[config.mk]
export PLATFORM = sky130hd
export DESIGN_NAME = psum_accumulate
export DESIGN_NICKNAME = d
export VERILOG_FILES = /design/src/rtl/psum_accumulate.sv
export SDC_FILE = /design/constraint.sdc
export NUM_CORES = 1
export LEC_CHECK = 0
export CAP_MARGIN = 20
export CORE_MARGIN = 5
export CORE_UTILIZATION = 55
export CTS_BUF_LIST = sky130_fd_sc_hd__clkbuf_4
export CTS_CLUSTER_SIZE = 28
export DETAILED_ROUTE_END_ITERATION = 6
export HOLD_SLACK_MARGIN = 0.03
export PLACE_DENSITY_LB_ADDON = 0.3
export SLEW_MARGIN = 20
export SYNTH_ARGS = -nofsm -noshare
export SYNTH_HDL_FRONTEND = slang
export SYNTH_SLANG_ARGS = --single-unit
[constraint.sdc]
create_clock -name clk_i -period 8.2 [get_ports clk_i]
set_input_delay 1.64 -clock clk_i [delete_from_list [all_inputs] [get_ports clk_i]]
set_output_delay 1.64 -clock clk_i [all_outputs]
set_load 0.01 [all_outputs]
[src/rtl/psum_accumulate.sv]
// Accumulates num_acc signed partial-sum beats per output pixel, saturates to I+F bits with
// optional ReLU, and buffers results in a small valid/ready FIFO for writeback.
module psum_accumulate #(
  parameter int unsigned I_WIDTH   = 8,
  parameter int unsigned F_WIDTH   = 8,
  parameter int unsigned ACC_EXTRA = 4,
  parameter int unsigned N_ACC_MAX = 16,
  parameter int unsigned DEPTH     = 4,
  localparam int unsigned W        = I_WIDTH + F_WIDTH,
  localparam int unsigned ACC_W    = W + ACC_EXTRA,
  localparam int unsigned CNT_W    = $clog2(N_ACC_MAX + 1)
) (
  input  logic                clk_i,
  input  logic                psum_acc_rst_i,
  input  logic signed [W-1:0] in_data_i,
  input  logic                in_valid_i,
  output logic                in_ready_o,
  input  logic [CNT_W-1:0]    num_acc_i,
  input  logic                num_acc_ld_i,
  input  logic                relu_en_i,
  input  logic                abort_i,
  output logic [W-1:0]        out_data_o,
  output logic                out_valid_o,
  input  logic                out_ready_i,
  output logic                busy_o,
  output logic                sat_o
);

  localparam int unsigned AW = $clog2(DEPTH);
  localparam int unsigned CW = AW + 1;
  localparam logic signed [ACC_W-1:0] MaxV = {{(ACC_EXTRA + 1){1'b0}}, {(W - 1){1'b1}}};
  localparam logic signed [ACC_W-1:0] MinV = {{(ACC_EXTRA + 1){1'b1}}, {(W - 1){1'b0}}};

  typedef enum logic [0:0] {StIdle, StAcc} state_e;

  state_e                   r_state, w_state_d;
  logic signed [ACC_W-1:0]  r_acc;
  logic [CNT_W-1:0]         r_cnt;
  logic [CNT_W-1:0]         r_num_acc;
  logic                     r_sat;
  logic [W-1:0]             r_mem [DEPTH];
  logic [AW-1:0]            r_wr_ptr, r_rd_ptr;
  logic [CW-1:0]            r_count;

  logic [CNT_W-1:0]         w_eff_num;
  logic                     w_beat, w_last, w_push, w_pop, w_full, w_valid;
  logic signed [ACC_W-1:0]  w_sext, w_sum;
  logic                     w_sat_hi, w_sat_lo;
  logic [W-1:0]             w_res;

  function automatic logic [CNT_W-1:0] clamp_num(input logic [CNT_W-1:0] n);
    if (n == '0) return CNT_W'(1);
    else if (n > CNT_W'(N_ACC_MAX)) return CNT_W'(N_ACC_MAX);
    else return n;
  endfunction

  assign w_full     = (r_count == CW'(DEPTH));
  assign w_valid    = (r_count != '0);
  assign in_ready_o = ~w_full;
  assign w_beat     = in_valid_i & ~w_full & ~abort_i;
  assign w_pop      = w_valid & out_ready_i;

  // A load in the same cycle as the first beat governs that beat.
  assign w_eff_num = (r_state == StIdle && num_acc_ld_i) ? clamp_num(num_acc_i) : r_num_acc;
  assign w_sext    = ACC_W'(in_data_i);
  assign w_sum     = ((r_state == StAcc) ? r_acc : '0) + w_sext;
  assign w_last    = (r_state == StIdle) ? (w_eff_num == CNT_W'(1))
                                         : (r_cnt + CNT_W'(1) == r_num_acc);
  assign w_push    = w_beat & w_last;

  always_comb begin
    w_sat_hi = (w_sum > MaxV);
    w_sat_lo = (w_sum < MinV);
    if (w_sat_hi)      w_res = {1'b0, {(W - 1){1'b1}}};
    else if (w_sat_lo) w_res = {1'b1, {(W - 1){1'b0}}};
    else               w_res = w_sum[W-1:0];
    if (relu_en_i && w_res[W-1]) w_res = '0;
  end

  // FSM state register
  always_ff @(posedge clk_i) begin
    if (psum_acc_rst_i) r_state <= StIdle;
    else                r_state <= w_state_d;
  end

  // FSM next state
  always_comb begin
    w_state_d = r_state;
    unique case (r_state)
      StIdle: if (w_beat && !w_last) w_state_d = StAcc;
      StAcc: begin
        if (abort_i)                  w_state_d = StIdle;
        else if (w_beat && w_last)    w_state_d = StIdle;
      end
      default: w_state_d = StIdle;
    endcase
  end

  // FSM outputs
  always_comb begin
    busy_o = (r_state == StAcc);
  end

  always_ff @(posedge clk_i) begin
    if (psum_acc_rst_i) begin
      r_acc     <= '0;
      r_cnt     <= '0;
      r_num_acc <= CNT_W'(1);
      r_sat     <= 1'b0;
    end else begin
      if (r_state == StIdle && num_acc_ld_i) r_num_acc <= clamp_num(num_acc_i);
      if (abort_i) begin
        r_acc <= '0;
        r_cnt <= '0;
      end else if (w_beat) begin
        if (w_last) begin
          r_acc <= '0;
          r_cnt <= '0;
          if (w_sat_hi || w_sat_lo) r_sat <= 1'b1;
        end else begin
          r_acc <= w_sum;
          r_cnt <= r_cnt + CNT_W'(1);
        end
      end
    end
  end

  always_ff @(posedge clk_i) begin
    if (w_push) r_mem[r_wr_ptr] <= w_res;
  end

  always_ff @(posedge clk_i) begin
    if (psum_acc_rst_i) begin
      r_wr_ptr <= '0;
      r_rd_ptr <= '0;
      r_count  <= '0;
    end else begin
      if (w_push) r_wr_ptr <= r_wr_ptr + AW'(1);
      if (w_pop)  r_rd_ptr <= r_rd_ptr + AW'(1);
      if (w_push && !w_pop)      r_count <= r_count + CW'(1);
      else if (!w_push && w_pop) r_count <= r_count - CW'(1);
    end
  end

  assign out_valid_o = w_valid;
  assign out_data_o  = w_valid ? r_mem[r_rd_ptr] : '0;
  assign sat_o       = r_sat;

endmodule
# [Word-level counts from Yosys, hierarchy flattened]
# Memories as Yosys holds them, arrays and structs flattened. A register that Yosys moved wholly into a read port is not among the register bits.
# Cells that the tools add are included.
[word_totals] elab_cells=64 n_memories=1 mem_bits_rw=64 ff_bits=39
[memory_table] name="r_mem" words=4 width=16 rd=1 rd_ports_with_merged_regs=1 write_ports=1 line="41" rtl="logic [W-1:0] r_mem [DEPTH];"
[classes] n_lt_le_gt_ge=3 addsub=6 eq_ne=3 n_mux=21 bitwise_logic=7 reduce_logical=15
[ops] op="16-bit two-way mux" count=4
[ops] op="20-bit two-way mux" count=2
[ops] op="20-bit adder" count=1
[ops] op="20-bit by 16-bit greater-than comparator with 1-bit output (second input constant)" count=1
[ops] op="20-bit by 16-bit < comparator with 1-bit output (second input constant)" count=1
[ops] op="5-bit two-way mux" count=4
[ops] op="1-bit logical AND" count=6
[ops] op="1-bit two-way mux" count=6
[ops] op="3-bit two-way mux" count=2
[ops] op="5-bit by 1-bit adder with 5-bit output (second input constant)" count=1
[ops] op="5-bit by 1-bit == test with 1-bit output (second input constant)" count=1
[ops] op="5-bit == test" count=1
[ops] op="5-bit greater-than comparator (second input constant)" count=1
[ops] op="5-bit logical NOT" count=1
[ops] op="2-bit by 1-bit adder with 2-bit output (second input constant)" count=2
[ops] op="1-bit bitwise AND" count=4
[ops] op="2-bit two-way mux" count=2
[ops] op="4-bit AND reduction" count=1
[ops] op="3-bit by 1-bit adder with 3-bit output (second input constant)" count=1
[ops] op="3-bit == test (second input constant)" count=1
[ops] op="1-bit logical NOT" count=3
[ops] op="1-bit NOT" count=3
[ops] op="3-bit nonzero test" count=1
[ops] op="3-bit by 1-bit subtractor with 3-bit output (second input constant)" count=1
[ops] op="other kinds (4)" count=4

# [Longest topological paths before layout]
# Gate-level depths: netlist of the first run.
[depth] word_depth=11 depth_mapped=14 mapped_depth_nobuf=12

# [Worst setup path before layout of the first run]
# OpenSTA, ideal clock, no wires.
[synth_timing] path_kind="input to register" from="input in_data_i[0]" to="memory r_mem[0][4] (netlist bit), data pin" cell_stages=12 arrival_ns=3.701 required_time_ns=7.927 setup_ns=0.273 path_buffers=1 slack_ns=4.226 path_cell_list="ha_1 -> inv_1 -> fa_1 -> nand2b_1 -> a21oi_1 -> nor2_1 -> o211ai_1 -> xor2_1 -> nor4_2 -> or2_4 -> buf_6 -> o21ai_1"
[synth_between] elab_chain_len=6 word_cells_on_any_way=7 cone_classes="1 x add/sub; 2 x order compare; 3 x mux; 1 x reduce/logical"
[synth_rtl] item="start, declared" line="15" rtl="input logic signed [W-1:0] in_data_i,"
[synth_rtl] item="20-bit adder (*)" line="66" rtl="assign w_sum = ((r_state == StAcc) ? r_acc : '0) + w_sext;"
[synth_rtl] item="20-bit by 16-bit < comparator with 1-bit output" line="73" rtl="w_sat_lo = (w_sum < MinV);"
[synth_rtl] item="16-bit two-way mux" line="75" rtl="else if (w_sat_lo) w_res = {1'b1, {(W - 1){1'b0}}};"
[synth_rtl] item="16-bit two-way mux (*)" line="74" rtl="if (w_sat_hi) w_res = {1'b0, {(W - 1){1'b1}}};"
[synth_rtl] item="1-bit logical AND" line="77" rtl="if (relu_en_i && w_res[W-1]) w_res = '0;"
[synth_rtl] item="16-bit two-way mux (*)" line="77"
[synth_rtl] item="via w_res[4]" line="49" rtl="logic [W-1:0] w_res;"
[synth_rtl] item="end, declared" line="41"
# Mark *: on every way through the listed nets, which the timed path passes. The rest lies on a longest branch.

# [Final worst setup path of the first run]
[layout_timing] from="input num_acc_ld_i" to="register r_count[2]"
[layout_between] elab_chain_len=8 word_cells_on_any_way=10 cone_classes="1 x eq/ne; 3 x mux; 1 x bitwise; 5 x reduce/logical"
[layout_rtl] item="start, declared" line="19" rtl="input logic num_acc_ld_i,"
[layout_rtl] item="1-bit logical AND (*)" line="64" rtl="assign w_eff_num = (r_state == StIdle && num_acc_ld_i) ? clamp_num(num_acc_i) : r_num_acc;"
[layout_rtl] item="5-bit two-way mux (*)"
[layout_rtl] item="5-bit by 1-bit == test with 1-bit output (*)" line="67" rtl="assign w_last = (r_state == StIdle) ? (w_eff_num == CNT_W'(1))"
[layout_rtl] item="1-bit two-way mux (*)" line="67"
[layout_rtl] item="1-bit bitwise AND (*)" line="69" rtl="assign w_push = w_beat & w_last;"
[layout_rtl] item="1-bit logical NOT" line="141" rtl="else if (!w_push && w_pop) r_count <= r_count - CW'(1);"
[layout_rtl] item="1-bit logical AND" line="141"
[layout_rtl] item="2-bit nonzero test (no source line)"
[layout_rtl] item="end signal, assigned" line="140" rtl="if (w_push && !w_pop) r_count <= r_count + CW'(1);"
[layout_rtl] item="end signal, assigned" line="141"
[layout_rtl] item="end, declared" line="43" rtl="logic [CW-1:0] r_count;"
# Every way passes the cells marked *; elsewhere a longest branch is shown, timed or not.
# A chain may end at the register's enable or synchronous reset.

==> impl_metrics.env, run 1 <==
export IMPL_grt_max_degree=44
export IMPL_fp_dieW_um=111
export IMPL_drtPass1Iterations=4
export IMPL_fillers=807
export IMPL_hold_violations=0
export IMPL_setup_viol=0
export IMPL_io_buffers=47
export IMPL_synth_distinct_cells=57
export IMPL_antenna_cells=0
export IMPL_synth_seq_cells=105
export IMPL_final_core_util=0.633
export IMPL_outcome="completed"
export IMPL_htreeDepth=3
export IMPL_viasPerCell=5.73
export IMPL_synthArstFlopShare=0
export IMPL_insertion_delay_ps=450
export IMPL_worst_pin_slew_ps=941
export IMPL_drtAntennaViolNets=0
export IMPL_synth_mux_area_frac=0.0678
export IMPL_grt_overflow=0
export IMPL_synth_compound_area_frac=0.132
export IMPL_critPathLaunchType="input port"
export IMPL_leakage_nw=2.22
export IMPL_clkTransAtPathRegs_ps=180
export IMPL_yosys_area_share_adder=0.0629
export IMPL_grt_pass1_vias=4026
export IMPL_path_class="input port to flip-flop"
export IMPL_synth_area_leaders="edfxtp_1 34%, dfxtp_1 15%, mux4_2 6.4%"
export IMPL_die_y_um=111
export IMPL_routabilityCongestion=0.882
export IMPL_synth_cell_area_um2=5610
export IMPL_ys_flop_type="edfxtp_1"
export IMPL_rows=36
export IMPL_rsz0062_at_grt="no"
export IMPL_route_detailed_drc=0
export IMPL_worst_slack_ps=3240
export IMPL_ios=48
export IMPL_wl_um=11500
export IMPL_p_per_area_nw_per_um2=206
export IMPL_drt_first_iter_violations=274
export IMPL_area_growth_pct=11.3
export IMPL_syn_avg_cell_area_um2=10.8
export IMPL_path_max_fanout=22
export IMPL_clock_fmax_mhz=202
export IMPL_crit_required_ps=8580
export IMPL_die_area_um2=12300
export IMPL_worstSetupEndpointType="flip-flop"
export IMPL_numCtsBuffers=9
export IMPL_r2r_setup_slack_ps=3890
export IMPL_tns_ps=0
export IMPL_relSlewSlack=0.373
export IMPL_synthSimpleGateAreaFrac=0.170
export IMPL_ys_seq_area_frac=0.489
export IMPL_pre_cts_ws_ps=2780
export IMPL_grt_antenna_before_repair=0
export IMPL_skew_ps=19.1
export IMPL_yosysWarnings=0
export IMPL_min_period_over_period=0.605
export IMPL_synth_xor_area_share=0.0468
export IMPL_layout_nets=602
export IMPL_fin_crit_ps=4960
export IMPL_synth_area_leader_cell="edfxtp_1"
export IMPL_ir_drop_mv=0.106
export IMPL_slew_violations=0
export IMPL_grt_pass1_wl_um=19500
export IMPL_synth_top_area_share=0.342
export IMPL_hold_buffers=0
export IMPL_hold_path_class="flip-flop to flip-flop"
export IMPL_grt_total_usage=0.192
export IMPL_crit_arrival_ps=5340
export IMPL_placed_cell_area_um2=6110
export IMPL_cts_tree="done"
export IMPL_drive_gt1_frac=0.0978
export IMPL_instances_no_fill=685
export IMPL_synth_cells=518
export IMPL_vias=3923
export IMPL_dp_hpwl_um=8290
export IMPL_maxCapViolations=0
export IMPL_clock_sinks=105
export IMPL_cts_resized=0
export IMPL_synth_top_family_by_area="simple AND/OR/NAND/NOR gates"
export IMPL_start_util=0.569
export IMPL_design_core_area_um2=9860
export IMPL_cts_root_buf="clkbuf_4"
export IMPL_wl_per_cell_um=16.8
export IMPL_final_area_um2=6250
export IMPL_clk_path_buf_depth=2
export IMPL_dp_cells=669
export IMPL_synth_enable_flop_cells=64
export IMPL_synth_nets=573
export IMPL_cts_setup_buffers=0
## metal layers
| layer | track usage | vias up | wire length (um) |
|---|---|---|---|
| met5 | 0 | - | 0 |
| met1 | 0.253 | 1882 | 5190 |
| met3 | 0.0328 | 10 | 457 |
| met2 | 0.328 | 97 | 5740 |
| met4 | 0.0584 | 0 | 147 |
| li1 | - | 1934 | - |
## where the power goes
| group | total (mW) | leakage (nW) | internal (mW) | switching [mW] |
|---|---|---|---|---|
| Clock | 0.250 | 0.0751 | 0.0687 | 0.181 |
| Sequential | 0.626 | 0.908 | 0.587 | 0.0383 |
| Combinational | 0.410 | 1.24 | 0.222 | 0.188 |
## registers in the layout, indices dropped and copies added (netlist names), 2 cells and up, named ones only
signal,cells
r_cnt,5
r_wr_ptr,2
r_count,3
r_mem,64
r_num_acc,5
r_acc,20
r_rd_ptr,2
## final timing paths
kind                startpoint          end  cells past startpoint
hold reg to reg      r_acc[12]    r_acc[12]                      2
hold / removal       r_acc[12]    r_acc[12]                      2
setup reg to reg        busy_o  r_mem[1][2]                     12
setup / recovery  num_acc_ld_i   r_count[2]                     11
## critical path, stage by stage
cell	delay [ps]
clkdlybuf4s50_1	500
nand2b_1	200
o21ai_0	260
a32o_1	790
nor2b_1	610
ha_1	300
inv_1	60
fa_1	380
xor2_1	160
or3_1	300
a21oi_1	140
## placed cells by master (no fill, tap or decap), drive strengths merged, types with 4 or more instances in the layout
cell | netlist | routed
edfxtp | 64 | 64
nor2 | 55 | 55
clkdlybuf4s50 | 0 | 47
dfxtp | 41 | 41
a21oi | 40 | 40
and2 | 39 | 39
o21ai | 31 | 31
nand2 | 28 | 28
ha | 25 | 25
nor3 | 19 | 19
xor2 | 18 | 18
mux4 | 16 | 16
inv | 12 | 14
xnor2 | 12 | 12
clkbuf | 18 | 9
nand3 | 8 | 8
a21o | 8 | 8
nand2b | 7 | 7
nor2b | 6 | 6
nand4 | 6 | 6
a22oi | 6 | 6
a211oi | 5 | 5
clkinv | 0 | 5
o31a | 4 | 4
nor3b | 4 | 4
## Yosys cell counts, drive strengths merged (2+ instances only)
| master | count |
|---|---|
| a211oi | 5 |
| a21o | 8 |
| a21oi | 40 |
| a22oi | 6 |
| a31oi | 2 |
| and2 | 39 |
| and3 | 2 |
| and4 | 2 |
| buf | 11 |
| clkbuf | 18 |
| dfxtp | 41 |
| edfxtp | 64 |
| fa | 2 |
| ha | 25 |
| inv | 12 |
| mux2i | 2 |
| mux4 | 16 |
| nand2 | 28 |
| nand2b | 7 |
| nand3 | 8 |
| nand3b | 2 |
| nand4 | 6 |
| nor2 | 55 |
| nor2b | 6 |
| nor3 | 19 |
| nor3b | 4 |
| nor4 | 2 |
| o211ai | 3 |
| o21ai | 31 |
| o31a | 4 |
| o31ai | 2 |
| o41ai | 2 |
| or2 | 3 |
| or3 | 2 |
| xnor2 | 12 |
| xor2 | 18 |
## stage by stage
step	total power, mW	hold WS (ps)
floorplan	0.881	432
global placement	1.04	453
detailed placement	1.06	467
CTS	1.30	503
global route	1.36	518
finish	1.29	501
## logic make-up after synthesis
group	Yosys count
simple gates	186
fa+ha+maj	27
flops	105
buf+inv	41
compound gates	111
xor+xnor	30
mux	18
## final cells by class
class                      count  area, um^2  share of cell area
sequential                   105        2740               0.439
multi-input combinational    372        2690               0.430
timing repair buffer          47         470              0.0753
tap                          133         166              0.0266
clock buffer                   9        67.6              0.0108
clock inverter                 7        65.1              0.0104
inverter                      12        45.0             0.00721
Power figures use the tool's default switching activity.
==> inputs of run 2 (changes only) <==
CORE_UTILIZATION = 54   (was 55)
clock period = 4.5 ns   (was 8.2 ns; I/O delays follow)
==> run 2 against run 1 <==
  * Clock skew fell by 2.9 ps
  * Register-to-register slack got worse by 2900 ps
  * Core utilization fell by 1.4 points
  * Critical path depth rose by 2
  * Critical path type unchanged
  * Critical endpoint is now r_mem[2][4]
  * Largest power group unchanged
  * Highest routed layer unchanged
==> impl_metrics.env, run 2 (synthesis gave the netlist of run 1 again) <==
export IMPL_top_regs="r_mem x64, r_acc x20"
export IMPL_grt_pass1_vias=3902
export IMPL_layout_common_cells="64 x edfxtp_1, 55 x nor2_1, 47 x clkdlybuf4s50_1, 41 x dfxtp_1, 39 x and2_1"
export IMPL_cts_setup_buffers=0
export IMPL_power_total_mw=2.36
export IMPL_grt_antenna_before_repair=0
export IMPL_max_stage_delay_ps=470
export IMPL_cp_startpoint="in_data_i[0]"
export IMPL_min_period_over_period=0.843
export IMPL_p_per_area_nw_per_um2=373
export IMPL_critPathLaunchType="input port"
export IMPL_p_seq_frac=0.467
export IMPL_start_util=0.548
export IMPL_insertion_delay_ps=440
export IMPL_rsz0062_at_grt="no"
export IMPL_drtAntennaViolNets=0
export IMPL_route_detailed_drc=0
export IMPL_rows=37
export IMPL_cts_resized=0
export IMPL_final_common_cell="edfxtp_1"
export IMPL_dp_cells=684
export IMPL_die_area_um2=12500
export IMPL_clock_fmax_mhz=264
export IMPL_setup_viol=0
export IMPL_ios=48
export IMPL_rr_startpoint="busy_o"
export IMPL_worstSetupEndpointType="flip-flop"
export IMPL_skew_ps=16.2
export IMPL_p_int_mw=1.62
export IMPL_numCtsBuffers=9
export IMPL_use_met1=0.248
export IMPL_antenna_cells=0
export IMPL_grt_total_usage=0.188
export IMPL_top_usage_layer="met2"
export IMPL_fin_crit_ps=3790
export IMPL_leakage_nw=2.28
export IMPL_grt_max_degree=43
export IMPL_path_max_fanout=6
export IMPL_wl_per_cell_um=16.3
export IMPL_layout_nets=614
export IMPL_die_y_um=112
export IMPL_use_met3=0.0326
export IMPL_viasPerCell=5.61
export IMPL_io_buffers=47
export IMPL_worstPathCellList="clkdlybuf4s50_1 > ha_1 > inv_1 > fa_1 > nand2b_1 > a21oi_1 > nor2_1 > o211ai_1 > xor2_1 > nand4_1 > o21a_1 > buf_4 > o21ai_1"
export IMPL_hold_violations=0
export IMPL_path_class="input port to flip-flop"
export IMPL_crit_required_ps=4740
export IMPL_path_buf_inv=3
export IMPL_wl_um=11400
export IMPL_clk_path_buf_depth=2
export IMPL_cts_tree="done"
export IMPL_drive_gt1_frac=0.115
export IMPL_relSlewSlack=0.456
export IMPL_netSwitchingFraction=0.314
export IMPL_clock_sinks=105
export IMPL_largest_register_ffs=64
export IMPL_whs_ps=502
export IMPL_dp_hpwl_um=8270
export IMPL_instances_no_fill=700
export IMPL_grt_overflow=0
export IMPL_hold_buffers=0
export IMPL_drt_first_iter_violations=149
export IMPL_clockPowerShare=0.193
export IMPL_worst_pin_slew_ps=815
export IMPL_htreeDepth=3
export IMPL_grt_pass1_wl_um=19100
export IMPL_vias=3925
export IMPL_worstHoldStart="r_acc[16]"
export IMPL_tns_ps=0
export IMPL_comb_power_share=0.340
export IMPL_ir_drop_mv=0.247
export IMPL_p_switching_mw=0.743
export IMPL_clkTransAtPathRegs_ps=160
export IMPL_area_growth_pct=13.0
export IMPL_crit_family="compound AO/OA/AOI/OAI gates"
export IMPL_outcome="completed"
export IMPL_design_core_area_um2=10200
export IMPL_slew_violations=0
export IMPL_drtPass1Iterations=5
export IMPL_use_met2=0.322
export IMPL_routabilityCongestion=0.906
export IMPL_hold_path_class="flip-flop to flip-flop"
export IMPL_regMostFlops="r_mem"
export IMPL_cp_slowest_cell="clkdlybuf4s50_1"
export IMPL_maxCapViolations=0
export IMPL_cts_root_buf="clkbuf_4"
export IMPL_fp_dieW_um=112
export IMPL_crit_arrival_ps=4030
[run 2: changes by cell type in the layout (fill, tap and decap cells not counted), sizes merged]
cell,before,now
clkbuf,9,10
clkinv,5,2
buf,0,12
inv,14,16
[run 2: stage by stage]
step,setup WS (ps),area (um^2),utilization
after floorplan,1270,5610,-
after global placement,440,6210,0.607
after detailed placement,281,6210,0.607
after CTS,750,6340,0.620
after global routing,478,6340,0.620
final,706,6340,0.620
[run 2: layout make-up]
cell class,count,area (um^2)
Multi-Input combinational cell,372,2690
Timing Repair Buffer,59,561
Fill cell,862,3890
Clock inverter,6,57.6
Tap cell,136,170
Clock buffer,10,75.1
Sequential cell,105,2740
Inverter,12,45.0
[run 2: final timing paths]
check / cells past startpoint / slack (ps) / to
worst max-delay path: 13 / 710 / r_mem[2][4]
worst min-delay path: 2 / 500 / r_acc[16]
worst max register to register: 12 / 1030 / r_mem[2][4]
worst min register to register: 2 / 500 / r_acc[16]
[run 2: worst register-to-register path: cells and delay by family (launching register included)]
kind	cells	cell delay (ps)
AOI/OAI and AO/OA	4	910
xor gates and xnor gates	1	380
adders and majority gates	1	400
buffers and inverters	2	400
DFF	1	350
and+or+nand+nor	4	820
[run 2: metal layers]
metal,vias up,share of wire
met5,-,0
met2,89,0.50
met4,0,0.015
met1,1863,0.45
li1,1960,-
met3,13,0.035
[run 2: power by group through the flow]
stage / Combinational, mW / Sequential [mW] / Clock, mW
2_1_floorplan: 0.492 / 1.11 / 0
3_3_place_gp: 0.797 / 1.12 / 0
3_5_place_dp: 0.814 / 1.13 / 0
4_1_cts: 0.815 / 1.10 / 0.471
5_1_grt: 0.880 / 1.11 / 0.515
6_report: 0.803 / 1.10 / 0.457
